File: config.mk
export PLATFORM = sky130hd
export DESIGN_NAME = demux_lane_sched
export DESIGN_NICKNAME = d
export VERILOG_FILES = /design/src/rtl/demux_lane_sched_pkg.sv /design/src/rtl/demux_lane_sched_lane_fifo.sv /design/src/rtl/demux_lane_sched.sv
export SDC_FILE = /design/constraint.sdc
export NUM_CORES = 1
export LEC_CHECK = 0
export BUFFER_PORTS_ARGS = -buffer_cell sky130_fd_sc_hd__clkbuf_2
export CORE_MARGIN = 2
export CORE_UTILIZATION = 40
export CTS_CLUSTER_SIZE = 10
export DETAILED_ROUTE_END_ITERATION = 6
export GPL_ROUTABILITY_DRIVEN = 1
export HOLD_SLACK_MARGIN = 0.08
export PLACE_DENSITY_LB_ADDON = 0.08
export RECOVER_POWER = 25
export SLEW_MARGIN = 20
export SYNTH_ARGS = -nofsm -noshare
export SYNTH_HDL_FRONTEND = slang
export SYNTH_SLANG_ARGS = --single-unit
File: constraint.sdc
create_clock -name clk_4f -period 2.4 [get_ports clk_4f]
set_input_delay 0.36 -clock clk_4f [delete_from_list [all_inputs] [get_ports clk_4f]]
set_output_delay 0.36 -clock clk_4f [all_outputs]
set_load 0.1 [all_outputs]
File: src/rtl/demux_lane_sched_pkg.sv
// Shared types for the receive-nibble lane scheduler: FSM states, lane index
// and the lane a fresh configuration starts from.
package demux_sched_pkg;

    localparam int DATA_W_DEF = 4;
    localparam int NUM_LANES  = 2;

    typedef enum logic [1:0] {
        IDLE  = 2'd0,
        RUN   = 2'd1,
        DRAIN = 2'd2
    } sched_state_e;

    typedef logic lane_idx_t;

    // Lane 0 gets the first word when it is enabled; otherwise start on lane 1.
    function automatic lane_idx_t first_lane(input logic [NUM_LANES-1:0] en);
        return en[0] ? 1'b0 : 1'b1;
    endfunction

endpackage

File: src/rtl/demux_lane_sched_lane_fifo.sv
// Per-lane holding FIFO. Full and empty come from the registered count; a push
// into a full FIFO is dropped, so a same-cycle pop never frees a slot early.
module lane_fifo #(
    parameter int DATA_W = 4,
    parameter int DEPTH  = 2
) (
    input  logic              clk_4f,
    input  logic              reset,
    input  logic              push,
    input  logic              pop,
    input  logic [DATA_W-1:0] din,
    output logic [DATA_W-1:0] head,
    output logic              empty,
    output logic              full
);

    localparam int PTR_W = (DEPTH > 1) ? $clog2(DEPTH) : 1;
    localparam int CNT_W = $clog2(DEPTH) + 1;
    localparam logic [CNT_W-1:0] FULL_CNT = CNT_W'(DEPTH);

    logic [DATA_W-1:0] mem_q [DEPTH];
    logic [DATA_W-1:0] mem_d [DEPTH];
    logic [PTR_W-1:0]  wr_ptr_q, wr_ptr_d;
    logic [PTR_W-1:0]  rd_ptr_q, rd_ptr_d;
    logic [CNT_W-1:0]  count_q, count_d;
    logic              do_push;
    logic              do_pop;

    assign empty = (count_q == '0);
    assign full  = (count_q == FULL_CNT);
    assign head  = empty ? '0 : mem_q[rd_ptr_q];

    always_comb begin
        mem_d    = mem_q;
        wr_ptr_d = wr_ptr_q;
        rd_ptr_d = rd_ptr_q;
        count_d  = count_q;
        do_push  = push && !full;
        do_pop   = pop && !empty;
        if (do_push) begin
            mem_d[wr_ptr_q] = din;
            wr_ptr_d        = wr_ptr_q + PTR_W'(1);
        end
        if (do_pop) begin
            rd_ptr_d = rd_ptr_q + PTR_W'(1);
        end
        if (do_push && !do_pop) begin
            count_d = count_q + CNT_W'(1);
        end else if (do_pop && !do_push) begin
            count_d = count_q - CNT_W'(1);
        end
    end

    always_ff @(posedge clk_4f) begin
        if (reset) begin
            for (int i = 0; i < DEPTH; i++) begin
                mem_q[i] <= '0;
            end
            wr_ptr_q <= '0;
            rd_ptr_q <= '0;
            count_q  <= '0;
        end else begin
            mem_q    <= mem_d;
            wr_ptr_q <= wr_ptr_d;
            rd_ptr_q <= rd_ptr_d;
            count_q  <= count_d;
        end
    end

endmodule

File: src/rtl/demux_lane_sched.sv
// Round-robin steering of the receive nibble stream onto two lane FIFOs, with a
// drain phase around enable changes. DEMUX_LANE_SCHED_STATS_EN adds cnt0/cnt1.
module demux_lane_sched
    import demux_sched_pkg::*;
#(
    parameter int DATA_W = DATA_W_DEF,
    parameter int DEPTH  = 2
) (
    input  logic              clk_4f,
    input  logic              reset,
    input  logic              valid_in,
    input  logic [DATA_W-1:0] data_in,
    output logic              ready_in,
    input  logic [1:0]        lane_en,
    input  logic              ready0,
    input  logic              ready1,
    output logic              validout0,
    output logic              validout1,
    output logic [DATA_W-1:0] dataout0,
    output logic [DATA_W-1:0] dataout1,
    output logic              busy
`ifdef DEMUX_LANE_SCHED_STATS_EN
    ,
    output logic [15:0]       cnt0,
    output logic [15:0]       cnt1
`endif
);

    sched_state_e           state_q, state_d;
    lane_idx_t              sel_q, sel_d;
    logic [NUM_LANES-1:0]   lane_en_q, lane_en_d;

    logic [NUM_LANES-1:0]   fifo_push;
    logic [NUM_LANES-1:0]   fifo_pop;
    logic [NUM_LANES-1:0]   fifo_empty;
    logic [NUM_LANES-1:0]   fifo_full;
    logic [NUM_LANES-1:0]   lane_ready;
    logic [NUM_LANES-1:0]   lane_open;
    logic [DATA_W-1:0]      fifo_head [NUM_LANES];
    logic                   accept;
    lane_idx_t              target;

    assign lane_ready = {ready1, ready0};
    assign lane_open  = lane_en_q & ~fifo_full;

    generate
        for (genvar gi = 0; gi < NUM_LANES; gi++) begin : g_lane
            assign fifo_pop[gi] = !fifo_empty[gi] && lane_ready[gi];

            lane_fifo #(
                .DATA_W (DATA_W),
                .DEPTH  (DEPTH)
            ) u_fifo (
                .clk_4f (clk_4f),
                .reset  (reset),
                .push   (fifo_push[gi]),
                .pop    (fifo_pop[gi]),
                .din    (data_in),
                .head   (fifo_head[gi]),
                .empty  (fifo_empty[gi]),
                .full   (fifo_full[gi])
            );
        end
    endgenerate

    always_comb begin
        state_d   = state_q;
        sel_d     = sel_q;
        lane_en_d = lane_en_q;
        ready_in  = 1'b0;
        accept    = 1'b0;
        fifo_push = '0;
        target    = sel_q;
        case (state_q)
            IDLE: begin
                if (lane_en != '0) begin
                    lane_en_d = lane_en;
                    sel_d     = first_lane(lane_en);
                    state_d   = RUN;
                end
            end
            RUN: begin
                ready_in = |lane_open;
                accept   = valid_in && ready_in;
                // Fall over to the other lane when the preferred one cannot take the word.
                target   = lane_open[sel_q] ? sel_q : ~sel_q;
                if (accept) begin
                    fifo_push[target] = 1'b1;
                    sel_d             = ~target;
                end
                if (lane_en != lane_en_q) begin
                    state_d = DRAIN;
                end
            end
            DRAIN: begin
                if (&fifo_empty) begin
                    lane_en_d = lane_en;
                    sel_d     = first_lane(lane_en);
                    state_d   = (lane_en != '0) ? RUN : IDLE;
                end
            end
            default: begin
                state_d = IDLE;
            end
        endcase
    end

    always_ff @(posedge clk_4f) begin
        if (reset) begin
            state_q   <= IDLE;
            sel_q     <= 1'b0;
            lane_en_q <= '0;
        end else begin
            state_q   <= state_d;
            sel_q     <= sel_d;
            lane_en_q <= lane_en_d;
        end
    end

    assign validout0 = !fifo_empty[0];
    assign validout1 = !fifo_empty[1];
    assign dataout0  = fifo_head[0];
    assign dataout1  = fifo_head[1];
    assign busy      = (state_q != IDLE);

`ifdef DEMUX_LANE_SCHED_STATS_EN
    logic [15:0] cnt_q [NUM_LANES];
    logic [15:0] cnt_d [NUM_LANES];

    always_comb begin
        for (int i = 0; i < NUM_LANES; i++) begin
            cnt_d[i] = cnt_q[i];
            if (fifo_push[i] && (cnt_q[i] != 16'hFFFF)) begin
                cnt_d[i] = cnt_q[i] + 16'd1;
            end
        end
    end

    always_ff @(posedge clk_4f) begin
        if (reset) begin
            for (int i = 0; i < NUM_LANES; i++) begin
                cnt_q[i] <= '0;
            end
        end else begin
            cnt_q <= cnt_d;
        end
    end

    assign cnt0 = cnt_q[0];
    assign cnt1 = cnt_q[1];
`endif

endmodule

==> results.toml <==
[placed_design]
dp_hpwl_mm = 2.475
pre_cts_ws_ns = 0.3649
port_buffers = 22
place_congestion = 0.7651
place_area_mm2 = 0.001692
dpl.cell_count = 238

[floorplan]
start_util_pct = 42.46
ios = 23
die_h_um = 66.81
dieArea_mm2 = 0.004463
core_mm2 = 0.003716
rows = 22
die_w_um = 66.81

[cts]
numCtsBuffers = 5
clockBufferDepth = 2
clk_latency_ns = 0.28
clockRootBuffer = "clkbuf_8"
cts.repair.resized = 0
cts_num_sinks = 29
htreeDepth = 2
post-cts-setup-buffers = 0
clk_pin_slew_ns = 0.06
cts_hold_buf = 0
cts_tree = "built"

[yosys]
ys_ff_latch = 29
synth_compound_area_share_pct = 25.77
yosys.area_share.xor_xnor_pct = 4.441
yosys.area_share.simple_pct = 18.87
syn_area_per_cell_um2 = 8.669
yosysSeqAreaShare_pct = 36.80
netlist_instances = 182
ys_warn_count = 0
synthTopCellsByCount = "29 x dfxtp_1, 23 x a21oi_1, 20 x nor2_1, 16 x nand4_1, 16 x o31ai_1"
synth_ff_type = "dfxtp_1"
yosys-top-cells-area = "dfxtp_1 37%, o31ai_1 7.6%, a21oi_1 7.3%"
synth_top_family_by_area = "compound AO/OA/AOI/OAI gates"
yosysMostFrequentCell = "dfxtp_1"
synth_top_area_share_pct = 36.80
yosys-mux-area-fraction_pct = 6.344
synth_edf_count = 0
ys_types = 39
synth_top_area_cell = "dfxtp_1"
synthAdderAreaFrac_pct = 1.586
synth-async-reset-ratio_pct = 0
synthesis.area_mm2 = 0.001578
synth_nets = 195

[global_routing]
antenna_found_initial = 0
grt_max_degree = 30
grt.total_usage_pct = 17.61
grt_pass1_vias = 1304
grt_pass1_wl_mm = 5.940
overflow = 0

[routing]
route.detailed.drc = 0
drtAntennaViolNets = 0
drt_iter0_drc = 76
routed-via-count = 1391
viasPerCell = 5.678
dr.pass1.iters = 4
wire_per_inst_um = 14.58
drt-total-wl_mm = 3.571

[layout]
post-route-util_pct = 47.07
final_nets = 210
syn_to_final_growth_pct = 10.86
final.fill_count = 365
fin_cells = 245
final_area_mm2 = 0.001749
diodes = 0
drive_above_1_share_pct = 18.27

[sta]
skew_ns = 0.006321
hold_viol = 0
period_share_pct = 88.35
timing.setup.tns_ns = 0
maxSlewViolCount = 0
setup_viol = 0
period_needed_ns = 2.121
rsz0062_at_grt = "no"
final.setup.worst_slack_ns = 0.2795
max_freq_mhz = 471.6
relSlewSlack_pct = 30.94
tightest_slew_ns = 1.029

[power]
leakage_nw = 0.6208
irDropWorstVdd_mv = 0.4154
p_per_area_mw_per_mm2 = 1021

[setup_path]
crit_type = "reg -> out"
required_ns = 2.04
startpoint_type = "flip-flop"
crit_fanout = 7
cp-end-kind = "output pin"
arrival_ns = 1.76

[run_status]
status = "finished, final reports clean"

[flow_run]
cap_violations = 0

[min_path]
hold_path.class = "in -> reg"
## area by class of cell
cell class	count	area (um^2)	area share, %
Multi-Input combinational cell	131	870.8	49.79
Sequential cell	29	580.6	33.19
Timing Repair Buffer	25	132.6	7.582
Clock buffer	7	86.33	4.936
Tap cell	48	60.06	3.433
Inverter	5	18.77	1.073
## cells in the final DEF, fill, tap and decap left out, types with 2 or more instances in the layout
cell	synthesis	final
clkbuf_2	2	22
ha_1	2	2
nor2_1	20	20
nand3_1	3	3
inv_1	3	3
xor2_1	6	6
nor2b_1	2	2
nand2_1	2	2
xnor2_1	2	2
clkinv_1	2	2
nand4_1	16	16
a21oi_1	23	23
mux2i_1	10	10
buf_4	0	3
nor3_1	1	2
o21ai_0	7	7
dfxtp_1	29	29
and2_1	2	2
or3_1	2	2
and2b_1	2	2
o31ai_1	16	16
clkbuf_8	0	6
## critical path, cell delays in order, from the launching register on
cell and delay, ns:
dfxtp_1 0.46, nand2b_1 0.22, a22o_1 0.21, and2_1 0.15, clkbuf_2 0.45
## per-layer routing
layer	vias up	track usage (%)	part of all wire, %
li1	699	-	-
met1	643	23.50	48
met2	43	27.38	45
met3	6	3.885	6.2
met4	0	7.143	0.87
met5	-	0	0
## where the power goes
group	internal, mW	switching, mW
registers	0.543	0.117
clock network	0.227	0.176
logic	0.204	0.519
total	0.974	0.812
## kinds of logic after synthesis
kind of cell,after synthesis
AO/OA/AOI/OAI,57
AND/OR/NAND/NOR,54
flip-flops,29
buffers and inverters,22
multiplexers,10
XOR/XNOR,8
adder cells (fa/ha/maj),2
## flip-flops by register name, indices dropped and copies added (netlist names)
name,cells
sel_q,1
g_lane.u_fifo.rd_ptr_q,2
lane_en_q,2
state_q,2
g_lane.u_fifo.count_q,4
g_lane.u_fifo.mem_q,16
g_lane.u_fifo.wr_ptr_q,2
## stage by stage
stage,power [mW],hold slack [ns]
floorplan,1.303,0.4476
global placement,1.405,0.4592
detailed placement,1.415,0.4630
CTS,1.819,0.3693
global route,1.876,0.3929
finish,1.786,0.3746
## worst paths after layout
path / start / endpoint / slack (ns) / depth (start not counted)
min: data_in[2] / g_lane[1].u_fifo.mem_q[6] / 0.37 / 3
max reg2reg: lane_en_q[1] / g_lane[0].u_fifo.count_q[1] / 0.39 / 6
max: g_lane[0].u_fifo.count_q[0] / ready_in / 0.28 / 4
min reg2reg: g_lane[0].u_fifo.mem_q[1] / g_lane[0].u_fifo.mem_q[1] / 0.47 / 2
Power figures use the tool's default switching activity.
